===== src/rtl/seg_pkg.sv =====
// Shared types and constants for the 7-segment display path.
package seg_pkg;

    localparam int unsigned SEG_DIGITS = 8;
    localparam logic [SEG_DIGITS-1:0] AN_ALL_OFF = 8'hFF;

    typedef logic [3:0] nibble_t;

    typedef enum logic {
        BLANK = 1'b0,
        ON    = 1'b1
    } slot_state_t;

endpackage


===== src/rtl/seg_tick_gen.sv =====
// Free-running prescaler: cnt_o counts 0..DIV-1, tick_c marks the wrap cycle.
module seg_tick_gen #(
    parameter  int unsigned DIV = 100000,
    localparam int unsigned CW  = (DIV > 1) ? $clog2(DIV) : 1
) (
    input  logic          clk,
    input  logic          rst,
    output logic [CW-1:0] cnt_o,
    output logic          tick_c
);

    localparam logic [CW-1:0] CNT_LAST = CW'(DIV - 1);

    logic [CW-1:0] cnt_q;
    logic [CW-1:0] cnt_d;

    always_comb begin
        tick_c = (cnt_q == CNT_LAST);
        cnt_d  = tick_c ? '0 : cnt_q + CW'(1);
    end

    always_ff @(posedge clk or posedge rst) begin
        if (rst) begin
            cnt_q <= '0;
        end else begin
            cnt_q <= cnt_d;
        end
    end

    assign cnt_o = cnt_q;

endmodule


===== src/rtl/seg_scan_mux.sv =====
// Time-multiplexed digit scanner: one active-low anode per slot, with a
// dark lead-in at each slot start and frame-aligned input snapshots.
module seg_scan_mux
    import seg_pkg::*;
#(
    parameter int unsigned NUM_DIGITS   = SEG_DIGITS,
    parameter int unsigned TICK_DIV     = 100000,
    parameter int unsigned BLANK_CYCLES = 1000
) (
    input  logic                    clk,
    input  logic                    rst,
    input  logic [4*NUM_DIGITS-1:0] value_i,
    input  logic [NUM_DIGITS-1:0]   en_mask_i,
    input  logic [NUM_DIGITS-1:0]   dp_i,
    output logic [3:0]              digit_o,
    output logic [NUM_DIGITS-1:0]   AN,
    output logic                    DP,
    output logic                    frame_o
);

    localparam int unsigned CW = (TICK_DIV > 1) ? $clog2(TICK_DIV) : 1;
    localparam int unsigned IW = (NUM_DIGITS > 1) ? $clog2(NUM_DIGITS) : 1;
    localparam int unsigned VW = 4 * NUM_DIGITS;

    localparam logic [IW-1:0] IDX_LAST   = IW'(NUM_DIGITS - 1);
    localparam logic [CW-1:0] BLANK_LAST = CW'((BLANK_CYCLES == 0) ? 0 : BLANK_CYCLES - 1);
    localparam logic          NO_BLANK   = (BLANK_CYCLES == 0);
    localparam logic [NUM_DIGITS-1:0] AN_OFF = '1;
    localparam logic [NUM_DIGITS-1:0] AN_ONE = NUM_DIGITS'(1);

    if (BLANK_CYCLES >= TICK_DIV) begin : g_bad_blank
        $error("seg_scan_mux: BLANK_CYCLES must be less than TICK_DIV");
    end
    if (NUM_DIGITS < 2) begin : g_bad_digits
        $error("seg_scan_mux: NUM_DIGITS must be at least 2");
    end

    logic [CW-1:0] cnt;
    logic          tick;

    seg_tick_gen #(
        .DIV (TICK_DIV)
    ) u_tick (
        .clk    (clk),
        .rst    (rst),
        .cnt_o  (cnt),
        .tick_c (tick)
    );

    slot_state_t           state_q, state_d;
    logic [IW-1:0]         idx_q, idx_d;
    logic [VW-1:0]         val_q, val_d;
    logic [NUM_DIGITS-1:0] mask_q, mask_d;
    logic [NUM_DIGITS-1:0] dps_q, dps_d;
    nibble_t               digit_q, digit_d;
    logic [NUM_DIGITS-1:0] an_q, an_d;
    logic                  dp_pin_q, dp_pin_d;
    logic                  frame_q, frame_d;
    logic                  frame_wrap;

    always_comb begin
        state_d  = state_q;
        idx_d    = idx_q;
        val_d    = val_q;
        mask_d   = mask_q;
        dps_d    = dps_q;
        an_d     = AN_OFF;
        dp_pin_d = 1'b1;

        frame_wrap = tick && (idx_q == IDX_LAST);

        // Tick and frame wrap coincide: snapshot, index reset and blank entry land together.
        if (tick) begin
            idx_d   = frame_wrap ? '0 : idx_q + IW'(1);
            state_d = NO_BLANK ? ON : BLANK;
        end else if (state_q == BLANK && (NO_BLANK || cnt == BLANK_LAST)) begin
            state_d = ON;
        end

        if (frame_wrap) begin
            val_d  = value_i;
            mask_d = en_mask_i;
            dps_d  = dp_i;
        end

        // Nibble follows idx in both states so the decoder settles during the blank lead-in.
        digit_d = val_q[{idx_q, 2'b00} +: 4];
        if (state_q == ON && mask_q[idx_q]) begin
            an_d     = ~(AN_ONE << idx_q);
            dp_pin_d = ~dps_q[idx_q];
        end
        frame_d = frame_wrap;
    end

    always_ff @(posedge clk or posedge rst) begin
        if (rst) begin
            state_q  <= BLANK;
            idx_q    <= '0;
            val_q    <= '0;
            mask_q   <= '0;
            dps_q    <= '0;
            digit_q  <= '0;
            an_q     <= AN_OFF;
            dp_pin_q <= 1'b1;
            frame_q  <= 1'b0;
        end else begin
            state_q  <= state_d;
            idx_q    <= idx_d;
            val_q    <= val_d;
            mask_q   <= mask_d;
            dps_q    <= dps_d;
            digit_q  <= digit_d;
            an_q     <= an_d;
            dp_pin_q <= dp_pin_d;
            frame_q  <= frame_d;
        end
    end

    assign digit_o = digit_q;
    assign AN      = an_q;
    assign DP      = dp_pin_q;
    assign frame_o = frame_q;

endmodule


===== config.mk =====
export PLATFORM = sky130hd
export DESIGN_NAME = seg_scan_mux
export DESIGN_NICKNAME = d
export VERILOG_FILES = /design/src/rtl/seg_pkg.sv /design/src/rtl/seg_tick_gen.sv /design/src/rtl/seg_scan_mux.sv
export SDC_FILE = /design/constraint.sdc
export NUM_CORES = 1
export LEC_CHECK = 0
export CAP_MARGIN = 15
export CELL_PAD_IN_SITES_DETAIL_PLACEMENT = 0
export CELL_PAD_IN_SITES_GLOBAL_PLACEMENT = 2
export CORE_MARGIN = 2
export CORE_UTILIZATION = 36
export DETAILED_ROUTE_END_ITERATION = 7
export PLACE_DENSITY = 0.82
export SYNTH_ARGS = -nofsm -noshare
export SYNTH_HDL_FRONTEND = slang
export SYNTH_SLANG_ARGS = --single-unit

===== constraint.sdc =====
create_clock -name clk -period 3.6 [get_ports clk]
set_input_delay 0.72 -clock clk [delete_from_list [all_inputs] [get_ports clk]]
set_output_delay 0.72 -clock clk [all_outputs]
set_load 0.005 [all_outputs]

==> impl_results.md, run 1 <==
* Antenna Cells at 0
* Total setup buffers inserted after CTS at 0
* DP Wirelength at 5130 um
* Worst path arrival time at 2.60 ns
* Initial DRC count at 68
* Initial antenna violation count at 0
* CTS clk-pin slew, worst paths at 0.08 ns
* Mapped Nets at 332
* Initial Util at 0.368
* Clk Latency, worst-skew pair at 0.35 ns
* Total number of vias at 2,292
* Actual slew at the worst max-slew pin at 0.771 ns
* Final Hold Fails at 0
* Die X at 106 um
* Fin nets at 401
* I/O Pins at 64
* Crit-path leading delay family: simple AND/OR/NAND/NOR gates
* CP peak stage delay at 0.53 ns
* Hold Path Origin: u_tick.cnt_o[8]
* Setup violators final at 0
* Port Buf Inserts at 63
* Drt drc at 0
* GP Congestion at 0.757
* Final Critical Period at 2.37 ns
* Tcrit/Tclk final at 0.659
* Area Overhead vs Synth at 26.1%
* Dpl cells at 468
* CP Data Required Time at 3.83 ns
* Max Clk Rate at 0.421 GHz
* Slowest cell on crit path: nor3_1
* Filler cells at 958
* Largest net degree at the start of global routing at 49
* Post-synthesis cell area at 3760 um^2
* Vias/cell at 4.75
* CP Class: reg2reg
* PD cells at 375 nW/um^2
* Max Root-Sink Buffers at 2
* Sequential share of the synthesized area at 0.555
* R2R setup slack at 1.23 ns
* Post-layout util at 0.464
* Hold_buf cts at 0
* Relative slew slack at 0.485
* Synth top area cells: dfrtp_1 49%, mux2_2 8.4%, mux4_2 8.4%
* Pleak at 1.98 nW
* H-tree lvl count at 3
* Post-synth top area cell: dfrtp_1
* First-pass GRT wire length at 12,300 um
* Critical path buffer and inverter count at 1
* Vias in the first global route at 2,405
* DR WL/cell at 15.0 um
* CP endpoint kind: flop
* Slew Limit Fails at 0
* Clock Tree Root: clkbuf_8
* Peak supply drop at 0.195 mV
* Crit path cell chain: ha_1 -> nand4_1 -> nor3_1 -> nand3_2 -> buf_4 -> mux2_4
* Clock Sinks at 83
* Hold depth at 1
* Worst Setup Start Kind: flop
* Clk_skew at 0.00927 ns
* Synthesized flop and latch total at 83
* Status: complete, no violations
* Worst Reg-to-Reg Cells at 6
* TritonCTS buffer count at 9
* Grt ovf at 0
* CTS tree: yes
* Total Wirelength at 7260 um
* Ys async rst share at 1.00
* RSZ-0062 raised after global routing: no
* Distinct cells, synth at 30
* Synth warn at 0
* Commonest non-fill, non-tap cell in the layout: dfrtp_1
* Max-Cap Viols at 0
* Hold EP: u_tick.cnt_o[8]
* Ys flop type: dfrtp_1
* Post-route insts no fill at 483
* Post-cts sizing count at 0
* Share of layout cells above drive strength 1 at 0.274
* Commonest non-fill, non-tap cells in the layout: 74 x dfrtp_1, 63 x clkdlybuf4s50_1, 31 x nand2_1
* Post-synth top area share at 0.492
* Die span in y at 106 um
* EDFF count, synth at 0
* Reg2reg start: u_tick.cnt_o[0]
* Largest fanout on the critical path at 48
* Post-route ant nets at 0
* Core footprint at 10,200 um^2
* Setup TNS Final at 0 ns
* Hold crit path type: reg2reg
* Gate Count Post-Synth at 274
* GRT Util Overall at 0.142
* RR Endpoint: val_q[10]
* Total iterations of the first detailed-routing run at 4
* Syn avg cell area at 13.7 um^2
* Std cell rows at 37
* Area of the die at 11,300 um^2
[worst register-to-register path: stages (launching register included)]
cell     delay (ns)
dfrtp_1        0.45
ha_1           0.27
nand4_1        0.10
nor3_1         0.53
nand3_2        0.13
buf_4          0.37
mux2_4         0.42
[synth_stat cells, drive strengths merged, types with 2 or more instances]
master / instances
o21ai: 5
nand3: 12
xnor2: 13
nor4: 3
dfrtp: 74
nor2: 15
and3: 3
dfstp: 9
nor3: 6
mux4: 14
inv: 7
mux2: 48
buf: 8
clkbuf: 2
ha: 8
nand4: 5
nor2b: 2
nand2: 31
a21oi: 2
[logic make-up (layout without fill, tap and decap cells)]
kind of cell	after synthesis	after routing	synth area share
AND/OR/NAND/NOR	82	82	0.103
adder cells (fa/ha/maj)	8	8	0.0266
multiplexers	62	62	0.247
AO/OA/AOI/OAI	8	8	0.0113
buffers and inverters	17	90	0.0243
XOR/XNOR	14	14	0.0326
flip-flops	83	83	0.555
[layout make-up]
| type | instances | area (um^2) | share of cell area |
|---|---|---|---|
| multi-input combinational | 174 | 1590 | 0.335 |
| clock inverter | 4 | 50.0 | 0.0105 |
| inverter | 7 | 27.5 | 0.00580 |
| sequential | 83 | 2090 | 0.440 |
| tap | 136 | 170 | 0.0359 |
| clock buffer | 11 | 151 | 0.0319 |
| timing repair buffer | 68 | 668 | 0.141 |
[report_power, final]
part           switching, W  internal (W)  total [W]  leakage [nW]
Clock              0.000324      0.000353   0.000677        0.0974
Sequential        0.0000159      0.000962   0.000978         0.994
Combinational     0.0000380     0.0000889   0.000127         0.886
[layer usage]
layer | wire length, um | GRT usage | vias up
met5 | 0 | 0 | -
met4 | 111 | 0.0620 | 0
met3 | 226 | 0.0239 | 9
met2 | 3400 | 0.218 | 39
met1 | 3520 | 0.197 | 1146
li1 | - | - | 1098
[through the flow]
stage               total power (W)  cell area, um^2  hold WS (ns)  worst slack, ns
finish                      0.00178             4740         0.502             1.23
detailed placement          0.00113             4540         0.486             1.23
global placement            0.00112             4540         0.481             1.29
CTS                         0.00180             4740         0.499             1.23
global route                0.00185             4740         0.524             1.01
floorplan                   0.00105             3760         0.459            0.758
[flip-flops by register name, summed over array words and instances, names as in the netlist]
name,cells
AN,8
val_q,32
frame_o,1
digit_o,4
DP,1
idx_q,3
dps_q,8
mask_q,8
state_q,1
u_tick.cnt_o,17
[how the worst max path moves through the flow]
stage | slack, ns | endpoint | cells past startpoint | from
2_1_floorplan | 0.76 | digit_o[0] | 1 | rst
3_3_place_gp | 1.29 | val_q[16] | 6 | u_tick.cnt_o[0]
3_5_place_dp | 1.23 | val_q[18] | 6 | u_tick.cnt_o[0]
4_1_cts | 1.23 | val_q[10] | 6 | u_tick.cnt_o[0]
5_1_grt | 1.01 | val_q[5] | 6 | u_tick.cnt_o[0]
6_report | 1.23 | val_q[10] | 6 | u_tick.cnt_o[0]
Power figures use the tool's default switching activity.
==> inputs of run 2 (changes only) <==
- clock period: 3.6 -> 2.2 ns (I/O delays scaled with it)
==> impl_results.md, run 2 (same netlist as run 1, synthesis figures left out) <==
* Commonest non-fill, non-tap cell in the layout: dfrtp_1
* Initial Util at 0.368
* Initial antenna violation count at 0
* FF+latch area at 2090 um^2
* CP Data Required Time at 2.44 ns
* Max Clk Rate at 0.501 GHz
* R2R setup slack at 0.20 ns
* Tot Pwr at 0.00278 W
* PD cells at 581 nW/um^2
* Initial DRC count at 65
* Area after DPL at 4610 um^2
* Grt ovf at 0
* Worst path arrival time at 2.23 ns
* Pleak at 2.00 nW
* Clk_skew at 0.0158 ns
* GP Congestion at 0.797
* Hold crit path type: reg2reg
* Clock Tree Root: clkbuf_8
* Status: complete, no violations
* Setup TNS Final at 0 ns
* Tcrit/Tclk final at 0.907
* Fin area at 4780 um^2
* Die span in y at 106 um
* Total iterations of the first detailed-routing run at 4
* Post-route ant nets at 0
* Slew Limit Fails at 0
* DR WL/cell at 14.7 um
* Clock Sinks at 83
* Total setup buffers inserted after CTS at 0
* Largest net degree at the start of global routing at 84
* CTS tree: yes
* Clk Latency, worst-skew pair at 0.36 ns
* I/O Pins at 64
* CTS clk-pin slew, worst paths at 0.08 ns
* GRT Util Overall at 0.141
* Peak supply drop at 0.300 mV
* Antenna Cells at 0
* Drt drc at 0
* Filler cells at 944
* First-pass GRT wire length at 12,200 um
* Setup violators final at 0
* Share of layout cells above drive strength 1 at 0.280
* Total number of vias at 2,316
* Final Critical Period at 2.00 ns
* Largest fanout on the critical path at 48
* Core footprint at 10,200 um^2
* WHS at 0.498 ns
* CP endpoint kind: flop
* Port Buf Inserts at 63
* CP Class: reg2reg
* Hold_buf cts at 0
* Vias/cell at 4.74
* RSZ-0062 raised after global routing: no
* Fin nets at 406
* Vias in the first global route at 2,421
* Relative slew slack at 0.703
* DP Wirelength at 5100 um
* Die X at 106 um
* TritonCTS buffer count at 9
* Most flops, register: val_q
* Post-layout util at 0.467
* Max-Cap Viols at 0
* Area Overhead vs Synth at 27.0%
* Total Wirelength at 7200 um
* Worst Setup Start Kind: flop
* Post-cts sizing count at 0
* Max FFs per register at 32
* Area of the multi-input gates at 1590 um^2
* Actual slew at the worst max-slew pin at 0.446 ns
* Area of the die at 11,300 um^2
* H-tree lvl count at 3
* Final Hold Fails at 0
* Max Root-Sink Buffers at 2
* Std cell rows at 37
* Commonest non-fill, non-tap cells in the layout: 74 x dfrtp_1, 63 x clkdlybuf4s50_1, 31 x nand2_1
## run 2: changes by cell type in the layout (fill, tap and decap cells not counted)
cell / previous run / this run
clkbuf_8: 11 / 10
clkbuf_1: 0 / 2
bufinv_16: 1 / 0
buf_4: 5 / 8
buf_12: 0 / 2
clkinv_4: 0 / 1
## run 2: cell type report
cell class | instances | area share
repair buffers | 73 | 0.153
multi-input cells | 174 | 0.332
inverters | 7 | 0.00628
well taps | 136 | 0.0356
clock buffers | 12 | 0.0304
flip-flops and latches | 83 | 0.437
clock inverters | 4 | 0.00550
## run 2: critical path, cell delays in order, from the launching register on
cell and delay [ns]:
dfrtp_1 0.43, or4_4 0.57, nor3_2 0.20, nand3_2 0.11
buf_12 0.22, mux2_4 0.33
## run 2: path summary, 6_finish.rpt
path / from / to / depth (start not counted)
min: u_tick.cnt_o[8] / u_tick.cnt_o[8] / 1
max in group asynchronous: rst / DP / 3
max reg2reg: u_tick.cnt_o[11] / val_q[10] / 5
min reg2reg: u_tick.cnt_o[8] / u_tick.cnt_o[8] / 1
min in group asynchronous: rst / digit_o[0] / 3
max: u_tick.cnt_o[11] / val_q[10] / 5
## run 2: metrics by stage
stage	setup WS, ns	instances
2_1_floorplan	0.229	274
5_1_grt	0.124	489
6_report	0.204	489
3_5_place_dp	0.209	473
4_1_cts	0.205	489
3_3_place_gp	0.244	473
## run 2: power by group
part,internal [W],total (W),switching (W)
Combinational,0.000147,0.000207,0.0000606
Clock,0.000440,0.000970,0.000530
Sequential,0.00157,0.00160,0.0000262
Total,0.00216,0.00278,0.000617
## run 2: per-layer routing
layer / track usage / vias to the layer above / wire length, um
li1: - / 1112 / -
met1: 0.196 / 1152 / 3440
met2: 0.213 / 43 / 3340
met3: 0.0300 / 9 / 286
met4: 0.0620 / 0 / 133
met5: 0 / - / 0
==> inputs of run 3 (changes only) <==
- CTS_CLUSTER_SIZE: unset -> 12
==> results of run 3 <==
The final DEF is identical to that of run 2; final timing and power are the same.
